**src/rtl/bsg_zynq_axil_fifo_arbiter.sv**
```systemverilog
// Two-requester arbiter in front of one bsg_axil_fifo_master command/response port.
// Commands are granted round-robin and the grant is held while the master stalls.
// A tag FIFO remembers which requester issued each command, so every response
// (read data or write acknowledge) goes back to the requester that issued it.
//
// Ports:
//   clk_i, reset_n_i            clock, asynchronous active-low reset
//   req_*_i / req_ready_and_o   per-requester command channel (slice i = requester i)
//   resp_data_o / resp_v_o /
//   resp_ready_and_i            per-requester response channel (data shared)
//   m_*_o / m_ready_and_i       command channel to fifo_master
//   m_data_i / m_v_i /
//   m_ready_and_o               response channel from fifo_master
//   outstanding_o               issued-but-unanswered command count
//   error_o                     sticky protocol error
module bsg_zynq_axil_fifo_arbiter #(
  parameter int unsigned data_width_p = 32,
  parameter int unsigned addr_width_p = 32,
  parameter int unsigned els_p        = 4,
  localparam int unsigned MaskW       = data_width_p / 8,
  localparam int unsigned CntW        = $clog2(els_p + 1)
) (
  input  logic                      clk_i,
  input  logic                      reset_n_i,
  input  logic [1:0]                req_v_i,
  input  logic [1:0]                req_w_i,
  input  logic [2*addr_width_p-1:0] req_addr_i,
  input  logic [2*data_width_p-1:0] req_data_i,
  input  logic [2*MaskW-1:0]        req_wmask_i,
  output logic [1:0]                req_ready_and_o,
  output logic [data_width_p-1:0]   resp_data_o,
  output logic [1:0]                resp_v_o,
  input  logic [1:0]                resp_ready_and_i,
  output logic                      m_v_o,
  output logic                      m_w_o,
  output logic [addr_width_p-1:0]   m_addr_o,
  output logic [data_width_p-1:0]   m_data_o,
  output logic [MaskW-1:0]          m_wmask_o,
  input  logic                      m_ready_and_i,
  input  logic [data_width_p-1:0]   m_data_i,
  input  logic                      m_v_i,
  output logic                      m_ready_and_o,
  output logic [CntW-1:0]           outstanding_o,
  output logic                      error_o
);

  localparam int unsigned PtrW = (els_p > 1) ? $clog2(els_p) : 1;
  localparam logic [PtrW-1:0] LastPtr = PtrW'(els_p - 1);

  logic            last_q, last_d;
  logic            lock_v_q, lock_v_d;
  logic            lock_id_q, lock_id_d;
  logic            error_q, error_d;
  logic [CntW-1:0] cnt_q, cnt_d;
  logic [PtrW-1:0] wr_ptr_q, wr_ptr_d;
  logic [PtrW-1:0] rd_ptr_q, rd_ptr_d;
  logic            tag_q [els_p];
  logic            tag_d [els_p];

  logic grant, full, empty, head, push, pop, cmd_rdy;

  assign full  = (cnt_q == CntW'(els_p));
  assign empty = (cnt_q == '0);
  assign head  = tag_q[rd_ptr_q];

  // A held grant wins over round-robin; otherwise alternate on contention.
  always_comb begin
    if (lock_v_q)          grant = lock_id_q;
    else if (&req_v_i)     grant = ~last_q;
    else                   grant = req_v_i[1];
  end

  // Command path: purely combinational, no added latency.
  assign cmd_rdy         = m_ready_and_i & ~full;
  assign m_v_o           = req_v_i[grant] & ~full;
  assign m_w_o           = req_w_i[grant];
  assign m_addr_o        = grant ? req_addr_i[2*addr_width_p-1:addr_width_p]
                                 : req_addr_i[addr_width_p-1:0];
  assign m_data_o        = grant ? req_data_i[2*data_width_p-1:data_width_p]
                                 : req_data_i[data_width_p-1:0];
  assign m_wmask_o       = grant ? req_wmask_i[2*MaskW-1:MaskW] : req_wmask_i[MaskW-1:0];
  assign req_ready_and_o = grant ? {cmd_rdy, 1'b0} : {1'b0, cmd_rdy};
  assign push            = m_v_o & m_ready_and_i;

  // Response path: routed by the oldest tag; untagged responses are never consumed.
  assign resp_data_o   = m_data_i;
  assign resp_v_o      = head ? {m_v_i & ~empty, 1'b0} : {1'b0, m_v_i & ~empty};
  assign m_ready_and_o = resp_ready_and_i[head] & ~empty;
  assign pop           = m_v_i & m_ready_and_o;

  assign outstanding_o = cnt_q;
  assign error_o       = error_q;

  always_comb begin
    last_d    = last_q;
    lock_v_d  = lock_v_q;
    lock_id_d = lock_id_q;
    error_d   = error_q;
    cnt_d     = cnt_q;
    wr_ptr_d  = wr_ptr_q;
    rd_ptr_d  = rd_ptr_q;
    tag_d     = tag_q;

    if (push) begin
      lock_v_d = 1'b0;
    end else if (lock_v_q && !req_v_i[lock_id_q]) begin
      // Locked requester withdrew its command before acceptance.
      lock_v_d = 1'b0;
      error_d  = 1'b1;
    end else if (m_v_o && !m_ready_and_i) begin
      lock_v_d  = 1'b1;
      lock_id_d = grant;
    end

    if (m_v_i && empty) error_d = 1'b1;

    if (push) begin
      last_d          = grant;
      tag_d[wr_ptr_q] = grant;
      wr_ptr_d        = (wr_ptr_q == LastPtr) ? '0 : wr_ptr_q + 1'b1;
    end
    if (pop) begin
      rd_ptr_d = (rd_ptr_q == LastPtr) ? '0 : rd_ptr_q + 1'b1;
    end
    if (push && !pop)      cnt_d = cnt_q + 1'b1;
    else if (pop && !push) cnt_d = cnt_q - 1'b1;
  end

  always_ff @(posedge clk_i or negedge reset_n_i) begin
    if (!reset_n_i) begin
      last_q    <= 1'b1;
      lock_v_q  <= 1'b0;
      lock_id_q <= 1'b0;
      error_q   <= 1'b0;
      cnt_q     <= '0;
      wr_ptr_q  <= '0;
      rd_ptr_q  <= '0;
      for (int i = 0; i < int'(els_p); i++) tag_q[i] <= 1'b0;
    end else begin
      last_q    <= last_d;
      lock_v_q  <= lock_v_d;
      lock_id_q <= lock_id_d;
      error_q   <= error_d;
      cnt_q     <= cnt_d;
      wr_ptr_q  <= wr_ptr_d;
      rd_ptr_q  <= rd_ptr_d;
      tag_q     <= tag_d;
    end
  end

endmodule

```
**config.mk**
```make
export PLATFORM = sky130hd
export DESIGN_NAME = bsg_zynq_axil_fifo_arbiter
export DESIGN_NICKNAME = d
export VERILOG_FILES = /design/src/rtl/bsg_zynq_axil_fifo_arbiter.sv
export SDC_FILE = /design/constraint.sdc
export NUM_CORES = 1
export LEC_CHECK = 0
export CORE_AREA = 2 2 114 116
export CTS_BUF_LIST = sky130_fd_sc_hd__clkbuf_8
export DETAILED_ROUTE_END_ITERATION = 12
export DIE_AREA = 0 0 116 118
export SETUP_SLACK_MARGIN = 0.02
export SYNTH_ARGS = -nofsm -noshare
export SYNTH_HDL_FRONTEND = slang
export SYNTH_SLANG_ARGS = --single-unit
```
**constraint.sdc**
```tcl
create_clock -name clk_i -period 3.5 [get_ports clk_i]
set_input_delay 0.7 -clock clk_i [delete_from_list [all_inputs] [get_ports clk_i]]
set_output_delay 0.7 -clock clk_i [all_outputs]
set_load 0.02 [all_outputs]
```
* After elaboration in Yosys (flattened, before gate mapping) *
Index checks and enable logic that the tools add are counted.

cells by class
  muxes and demuxes = 31
  reductions and logical operators = 17
  div/mod/pow operators = 0
  eq/ne operators = 4
  order comparisons = 6
  bitwise logic cells = 13
  shift operators = 0
  multipliers = 0
  $add $sub $neg = 4

operators by type and width
  operator                                                     count
  2-to-1 mux 32 bit                                            2
  2-to-1 mux 1 bit                                             19
  2-to-1 mux 2 bit                                             4
  AND 1 bit                                                    6
  >= comparator 3 bit (second input constant)                  2
  logical AND 1 bit                                            6
  less-than comparator 1 x 2 -> 1 bit (second input constant)  3
  2-to-1 mux 3 bit                                             2
  inverter 2 -> 3 bit                                          2
  inverter 1 bit                                               5
  adder 2 x 1 -> 2 bit (second input constant)                 2
  bitwise mux 4 bit                                            1
  == test 2 bit (second input constant)                        2
  logical NOT 1 bit                                            4
  2-to-1 mux 4 bit                                             1
  AND reduction 2 bit                                          2
  nonzero test 2 bit                                           2
  adder 3 x 1 -> 3 bit (second input constant)                 1
  == test 3 bit (second input constant)                        1
  logical NOT 3 bit                                            1
  less-than comparator 3 x 1 -> 1 bit (second input constant)  1
  AND reduction 3 bit                                          1
  nonzero test 3 bit                                           1
  subtractor 3 x 1 -> 3 bit (second input constant)            1
  3 further kinds                                              3

word-level totals
  bits in read-only memories = 0
  memories = 0
  bits in latches = 0
  output and inout bits = 111
  bits in registers = 15
  bits in writable memories = 0

* Longest topological paths before layout *
Gate-level depths: netlist of the first run.

  word-level depth = 11
  mapped depth = 10

* Worst setup path before layout of the first run *
OpenSTA, ideal clock, no wires.

  kind = input to register
  start point = in req_v_i[0]
  end point = reg cnt_q[2] (netlist: outstanding_o[2])
  required time = 3.420 ns
  slack = 0.842 ns
  stages on the path = 9
  setup time = 0.080 ns
  arrival time = 2.579 ns
  cells stage by stage = a21bo_2 > a2111oi_4 > buf_6 > ha_1 > inv_1 > fa_1 > xor2_1 > nor2_1 > xor2_1

on the way
  longest elaborated chain between the ends = 10
  elaborated cells on any way between the ends = 12

ends and longest elaborated chain
  element                                                   line  text
  start, declared                                           25    input logic [1:0] req_v_i,
  AND reduction 2 bit                                       69    else if (&req_v_i) grant = ~last_q;
  2-to-1 mux 1 bit                                          69
  2-to-1 mux 1 bit                                          68    if (lock_v_q) grant = lock_id_q;
  2-to-1 mux 1 bit (implied by the code) (*) (2 in series)  75    assign m_v_o = req_v_i[grant] & ~full;
  AND 1 bit (*)                                             75
  AND 1 bit (*)                                             83    assign push = m_v_o & m_ready_and_i;
  via push                                                  60    logic grant, full, empty, head, push, pop, cmd_rdy;
  logical NOT 1 bit                                         126   else if (pop && !push) cnt_d = cnt_q - 1'b1;
  logical AND 1 bit                                         126
  nonzero test 2 bit (no line)                              --
  end signal, assigned                                      144   cnt_q <= cnt_d;
  end, declared                                             54    logic [CntW-1:0] cnt_q, cnt_d;

The timed path passes the listed nets; every way through them passes the cells marked *. The select of a mux whose other input is x is not followed.
A chain may end at the register's enable or synchronous reset.

* Worst setup path in the final report of the first run *
  start point = in req_v_i[0]
  end point = out m_data_o[16]

on the way
  longest elaborated chain between the ends = 4

ends and longest elaborated chain
  element              line  text
  AND reduction 2 bit  69
  2-to-1 mux 1 bit     69
  2-to-1 mux 1 bit     68
  2-to-1 mux 32 bit    79    assign m_data_o = grant ? req_data_i[2*data_width_p-1:data_width_p]
  end, declared        37    output logic [data_width_p-1:0] m_data_o,

No other way between the ends.

==> metrics.cfg, run 1 <==
[die]
fp.dieW_um=116
die_span_y_um=118
ioPinCount=289
coreArea_mm2=0.0124
total_die_area_mm2=0.0137
start_util=0.155
num_rows=41

[timing]
tightestPinTransition_ns=0.695
timing.hold.ws_ns=0.473
final-setup-viol-count=0
timing.setup.tns_ns=0
slew_headroom=0.535
layout_worst_path_cycle_share=0.974
final.min_clock_period_ns=3.41
report.final.hold_viol_count=0
fin_skew_ns=0.00298
finalMaxSlewViolations=0
timing.fmax_mhz=293
unrepaired_setup_endpoints_after_global_routing=no

[global_routing]
grt_overflow=0
grt_max_degree=60
antenna_found_initial=0
groute.usage.overall=0.142
first_global_vias=2291
grt_pass1_wl_um=14300

[synthesis]
synth_area_mm2=0.00192
synth_cells=189
synth-seq-area-share=0.196
edff_count_synth=0
synthFlopType=sky130_fd_sc_hd__dfrtp_1
synthesis.yosys.warnings=0
synthesis.area_per_instance_um2=10.2
synth.ff_latch_count=15
async_flop_share=1.00
netlist-cell-type-count=27
syn_nets=374

[worst_setup_path]
timing.setup.critical_path_class=input port to output port
crit_chain=clkdlybuf4s50_1, a211oi_4, a21oi_4, buf_12, mux2_2, clkdlybuf4s50_1
worst_r2r_startpoint=rd_ptr_q[0]
worst-path-buf-inv=3
timing.critical_path.arrival_ns=2.71
r2r_setup_slack_ns=0.97
cp-end-kind=output port
critical_path_slowest_stage_cell=sky130_fd_sc_hd__clkdlybuf4s50_1
worst_r2r_path_depth=8
cp.required_ns=2.80
critical_path.reg2reg.endpoint=outstanding_o[1]
timing.critical_path.max_delay_family=buffers and inverters
critical_path_most_common_cell=sky130_fd_sc_hd__clkdlybuf4s50_1
max_stage_delay_ns=0.56
crit_path_max_fanout=30
timing.critical_path.from_type=input port

[detailed_routing]
drt_iter0_drc=60
wirelength_um=10600
dr_total_vias=2163
antenna_left=0
remaining_drc_errors=0
drt-pass1-iter-count=4
wire_per_inst_um=19.1
number_of_vias_per_cell=3.88

[power]
power.leakage_nw=2.00
p_per_area_mw_per_mm2=645
peakVddDrop_uv=241
power.total_w=0.00282

[clock_network]
worst_skew_pair_latency_ns=0.25
clock_tree.buffer_depth=2
numCtsBuffers=3
clk_pin_slew_worst_paths_ns=0.06
cts_tree=done
sink_count_of_the_clock_tree=15
cts_max_level=1
cts_root_buffer=sky130_fd_sc_hd__clkbuf_8

[final_layout]
nFillCells=1296
utilization_of_the_core_after_routing=0.353
drive_gt1_frac=0.236
area_growth_pct=128
antenna-diode-count=0
final_nets=572

[worst_hold_path]
type_of_the_most_critical_hold_path=flip-flop to flip-flop
holdPathStages=2
min-delay-start=error_o
worstHoldEndpoint=error_o

[flow_run]
max-cap-violations=0

[place]
globalplace.congestion=0.949
placement.io_buffers=224
post-dp-hpwl_um=9010

[run_status]
run_status=completed

==> cells by family (layout without fill, tap and decap cells) <==
kind of cell | after synthesis | count (layout) | synth area share
xor gates and xnor gates | 3 | 3 | 0.0137
DFF | 15 | 15 | 0.196
adders and majority gates | 7 | 7 | 0.0495
buffers and inverters | 49 | 246 | 0.169
and+or+nand+nor | 20 | 20 | 0.0476
AOI/OAI and AO/OA | 19 | 19 | 0.0743
muxes | 76 | 76 | 0.450
==> Yosys cell counts, types with 3 or more instances <==
cell type | count | area, um^2
sky130_fd_sc_hd__a211oi_1 | 3 | 22.5
sky130_fd_sc_hd__a21oi_1 | 7 | 35.0
sky130_fd_sc_hd__a31oi_1 | 4 | 25.0
sky130_fd_sc_hd__buf_2 | 8 | 40.0
sky130_fd_sc_hd__buf_4 | 33 | 248
sky130_fd_sc_hd__dfrtp_1 | 14 | 350
sky130_fd_sc_hd__ha_1 | 6 | 75.1
sky130_fd_sc_hd__inv_1 | 7 | 26.3
sky130_fd_sc_hd__mux2_2 | 70 | 788
sky130_fd_sc_hd__mux2i_1 | 3 | 30.0
sky130_fd_sc_hd__nand2_1 | 5 | 18.8
sky130_fd_sc_hd__nor2_1 | 9 | 33.8
==> placed cells by master, fill, tap and decap left out, types with 2 or more instances in the layout <==
| cell type | Yosys | routed |
|---|---|---|
| sky130_fd_sc_hd__nand2_1 | 5 | 5 |
| sky130_fd_sc_hd__nand2b_1 | 2 | 2 |
| sky130_fd_sc_hd__dlymetal6s2s_1 | 0 | 40 |
| sky130_fd_sc_hd__nor3b_1 | 2 | 2 |
| sky130_fd_sc_hd__buf_4 | 33 | 6 |
| sky130_fd_sc_hd__inv_1 | 7 | 7 |
| sky130_fd_sc_hd__dfrtp_1 | 14 | 14 |
| sky130_fd_sc_hd__xor2_1 | 2 | 2 |
| sky130_fd_sc_hd__mux2_1 | 2 | 2 |
| sky130_fd_sc_hd__mux2_2 | 70 | 70 |
| sky130_fd_sc_hd__a21oi_1 | 7 | 6 |
| sky130_fd_sc_hd__o21ai_0 | 2 | 2 |
| sky130_fd_sc_hd__nor2_1 | 9 | 9 |
| sky130_fd_sc_hd__buf_12 | 0 | 2 |
| sky130_fd_sc_hd__ha_1 | 6 | 6 |
| sky130_fd_sc_hd__a31oi_1 | 4 | 4 |
| sky130_fd_sc_hd__clkbuf_8 | 0 | 3 |
| sky130_fd_sc_hd__clkdlybuf4s50_1 | 0 | 184 |
| sky130_fd_sc_hd__mux2i_1 | 3 | 3 |
| sky130_fd_sc_hd__buf_6 | 1 | 2 |
| sky130_fd_sc_hd__a211oi_1 | 3 | 3 |
==> per-layer routing <==
layer  vias to the layer above  wire length [um]  GRT usage
met5                         -                 0          0
met4                         0               137     0.0365
met3                        12              1560     0.0875
met2                       120              5030      0.224
met1                      1002              3920      0.161
li1                       1029                 -          -
==> through the flow <==
| stage | setup WS (ns) | std cells | instance area [um^2] |
|---|---|---|---|
| CTS | 0.00518 | 555 | 4210 |
| global route | 0.0227 | 558 | 4380 |
| detailed placement | 0.0144 | 551 | 4160 |
| floorplan | 0.842 | 189 | 1920 |
| finish | 0.0898 | 558 | 4380 |
| global placement | 0.0229 | 551 | 4160 |
==> registers in the layout, summed over array words and instances (netlist names) <==
name           cells
last_q             1
outstanding_o      3
lock_v_q           1
wr_ptr_q           2
error_o            1
tag_q              4
lock_id_q          1
rd_ptr_q           2
==> worst max path at each step <==
stage | from | endpoint | slack [ns] | cells past startpoint
after floorplan | req_v_i[0] | outstanding_o[2] | 0.84 | 9
after global placement | req_v_i[0] | m_addr_o[1] | 0.02 | 6
after detailed placement | req_v_i[0] | m_addr_o[1] | 0.01 | 6
after CTS | req_v_i[0] | m_addr_o[1] | 0.005 | 6
after global routing | req_v_i[0] | m_addr_o[27] | 0.02 | 6
final | req_v_i[0] | m_data_o[16] | 0.09 | 6
==> area by class of cell <==
cell class / instances / area, um^2 / area share
inverters: 7 / 26.3 / 0.00600
well taps: 172 / 215 / 0.0492
repair buffers: 235 / 2470 / 0.565
flip-flops and latches: 15 / 377 / 0.0860
multi-input cells: 125 / 1240 / 0.283
clock buffers: 3 / 41.3 / 0.00943
clock inverters: 1 / 5.00 / 0.00114
==> worst register-to-register path: stages, from the launching register on <==
cell                      delay, ns
sky130_fd_sc_hd__dfrtp_1       0.41
sky130_fd_sc_hd__mux4_2        0.56
sky130_fd_sc_hd__mux2i_1       0.16
sky130_fd_sc_hd__nor2_1        0.23
sky130_fd_sc_hd__inv_1         0.09
sky130_fd_sc_hd__ha_1          0.22
sky130_fd_sc_hd__inv_1         0.08
sky130_fd_sc_hd__fa_1          0.41
sky130_fd_sc_hd__mux2_2        0.27
==> what timing repair did <==
| item | in CTS | in global routing |
|---|---|---|
| hold buffers | 0 | 0 |
| setup buffers | 0 | 1 |
| pin swaps | 0 | 0 |
| gates cloned | 0 | 2 |
| setup endpoints to repair | 1 | 50 |
| gates resized for setup | 0 | 42 |
==> power by group <==
part / total, W / internal, W / switching, W
Sequential: 0.000368 / 0.000264 / 0.000104
Clock: 0.000142 / 0.0000788 / 0.0000627
Combinational: 0.00231 / 0.00125 / 0.00106
Total: 0.00282 / 0.00159 / 0.00123
Note: power is estimated with default switching activity, not from simulation.
==> inputs of run 2 (changes only) <==
- clock period: 3.5 -> 3.9 ns (I/O delays scaled with it)
==> metrics.cfg, run 2 (synthesized netlist as in run 1, its figures left out) <==
[global_routing]
grt_overflow=0  ; unchanged
groute.usage.overall=0.139  ; -0.00308
antenna_found_initial=0  ; unchanged
first_global_vias=2261  ; -1.3%
grt_pass1_wl_um=14000  ; -2.1%
grt_max_degree=60  ; unchanged

[timing]
fin_skew_ns=0.000494  ; -0.00249 ns
layout_worst_path_cycle_share=0.954
unrepaired_setup_endpoints_after_global_routing=no
final.min_clock_period_ns=3.72
slew_headroom=0.551  ; +0.0156
tightestPinTransition_ns=0.671  ; -0.0234 ns
postLayoutSetupSlackWorst_ns=0.181  ; +0.0908 ns
timing.setup.tns_ns=0  ; unchanged
timing.fmax_mhz=269
finalMaxSlewViolations=0  ; unchanged
final-setup-viol-count=0  ; unchanged
report.final.hold_viol_count=0  ; unchanged

[power]
power_switching_w=0.00105  ; -14%
sw_frac_of_total=0.434  ; -0.00209
seq_power_share=0.134  ; +0.004
peakVddDrop_uv=225  ; -6.6%
p_per_area_mw_per_mm2=582  ; -9.7%
internal-power_w=0.00137  ; -14%
power.leakage_nw=1.58  ; -21%
comb_power_share=0.816  ; -0.003
p_clk_frac=0.050  ; about the same

[final_layout]
drive_gt1_frac=0.217  ; -0.0188
area_growth_pct=117
antenna-diode-count=0  ; unchanged
final_nets=564  ; -1.4%
instances_no_fill=550  ; -1.4%
nFillCells=1285  ; -0.85%
final_cell_mix=sky130_fd_sc_hd__clkdlybuf4s50_1 (224), sky130_fd_sc_hd__mux2_2 (70), sky130_fd_sc_hd__dfrtp_1 (14), sky130_fd_sc_hd__nor2_1 (9), sky130_fd_sc_hd__inv_1 (8)
stdcell_area_mm2=0.00417  ; -4.7%
regMostFlops=tag_q
utilization_of_the_core_after_routing=0.336  ; -0.0166
final_common_cell=sky130_fd_sc_hd__clkdlybuf4s50_1
largest_register_ff_count=4  ; unchanged

[clock_network]
cts_tree=done
post_cts_buffers=0  ; unchanged
cts.repair.resized=0  ; unchanged
sink_count_of_the_clock_tree=15  ; unchanged
cts_root_buffer=sky130_fd_sc_hd__clkbuf_8
clock_tree.buffer_depth=2  ; unchanged
clk_pin_slew_worst_paths_ns=0.06  ; about the same
cts_hold_repair.buffers=0  ; unchanged
numCtsBuffers=3  ; unchanged
worst_skew_pair_latency_ns=0.24  ; about the same
cts_max_level=1  ; unchanged

[die]
coreArea_mm2=0.0124  ; unchanged
total_die_area_mm2=0.0137  ; unchanged
start_util=0.155  ; unchanged
die_span_y_um=118  ; unchanged
ioPinCount=289  ; unchanged
num_rows=41  ; unchanged
fp.dieW_um=116  ; unchanged

[run_status]
run_status=completed

[detailed_routing]
dr_total_vias=2086  ; -3.6%
number_of_vias_per_cell=3.79  ; -2.2%
remaining_drc_errors=0  ; unchanged
wire_per_inst_um=18.3  ; -4.0%
antenna_left=0  ; unchanged
wirelength_um=10100  ; -5.4%
drt-pass1-iter-count=4  ; unchanged
drt_iter0_drc=61  ; +1.7%

[place]
globalplace.congestion=0.972  ; +2.4%
placement.io_buffers=224  ; unchanged
dp_cells=546  ; -0.91%
post-dp-hpwl_um=8990  ; -0.20%
pre_cts_ws_ns=0.208  ; +0.194 ns
place_area_mm2=0.00413  ; -0.90%

[worst_setup_path]
timing.critical_path.arrival_ns=2.94  ; +0.23 ns
cp.required_ns=3.12  ; +0.32 ns
cp-end-kind=output port
crit_path_max_fanout=59  ; +97%
timing.setup.critical_path_class=input port to output port
timing.critical_path.from_type=input port

[worst_hold_path]
type_of_the_most_critical_hold_path=flip-flop to flip-flop

[flow_run]
max-cap-violations=0  ; unchanged

-- run 2: cell types whose count changed in the layout (fill, tap and decap cells not counted), sizes merged --
cell,before,now
clkdlybuf4s50,184,224
dlymetal6s2s,40,0
buf,10,3
clkbuf,4,3
clkinv,1,0
inv,7,8
-- run 2: final timing paths --
path | from | to | slack [ns] | cells after the start
min reg2reg | error_o | error_o | 0.47 | 2
min | error_o | error_o | 0.47 | 2
max | req_v_i[1] | m_addr_o[1] | 0.18 | 7
max in group asynchronous | reset_n_i | lock_v_q | 2.53 | 1
max reg2reg | rd_ptr_q[0] | outstanding_o[2] | 1.40 | 10
min in group asynchronous | reset_n_i | rd_ptr_q[0] | 0.95 | 1
-- run 2: power groups by stage --
| stage | logic [W] | registers, W | clock network, W |
|---|---|---|---|
| 2_1_floorplan | 0.00119 | 0.000313 | 0 |
| 3_3_place_gp | 0.00198 | 0.000322 | 0 |
| 3_5_place_dp | 0.00199 | 0.000327 | 0 |
| 4_1_cts | 0.00200 | 0.000325 | 0.000126 |
| 5_1_grt | 0.00211 | 0.000338 | 0.000133 |
| 6_report | 0.00198 | 0.000325 | 0.000121 |
-- run 2: through the flow --
step	total power [W]	hold WS, ns
finish	0.00243	0.472
global route	0.00258	0.509
global placement	0.00230	0.453
detailed placement	0.00232	0.462
CTS	0.00245	0.479
floorplan	0.00150	0.484
-- run 2: worst max-delay path: stages --
cell and delay, ns:
sky130_fd_sc_hd__clkdlybuf4s50_1 0.42, sky130_fd_sc_hd__inv_1 0.16, sky130_fd_sc_hd__a211oi_2 0.08, sky130_fd_sc_hd__a21oi_4 0.17, sky130_fd_sc_hd__buf_12 0.30, sky130_fd_sc_hd__mux2_2 0.41, sky130_fd_sc_hd__clkdlybuf4s50_1 0.60
-- run 2: area by class of cell --
cell class              instances  area, um^2  share of cell area
repair buffers                227        2280               0.546
multi-input cells             125        1230               0.295
flip-flops and latches         15         377              0.0903
well taps                     172         215              0.0516
clock buffers                   3        41.3             0.00990
inverters                       7        26.3             0.00630
clock inverters                 1        3.75            0.000900
-- run 2: metal layers --
layer	share of wire	global-route usage	routed length, um
met1	0.35	0.148	3560
met2	0.47	0.225	4720
met3	0.16	0.0947	1660
met4	0.013	0.0320	129
met5	0	0	0
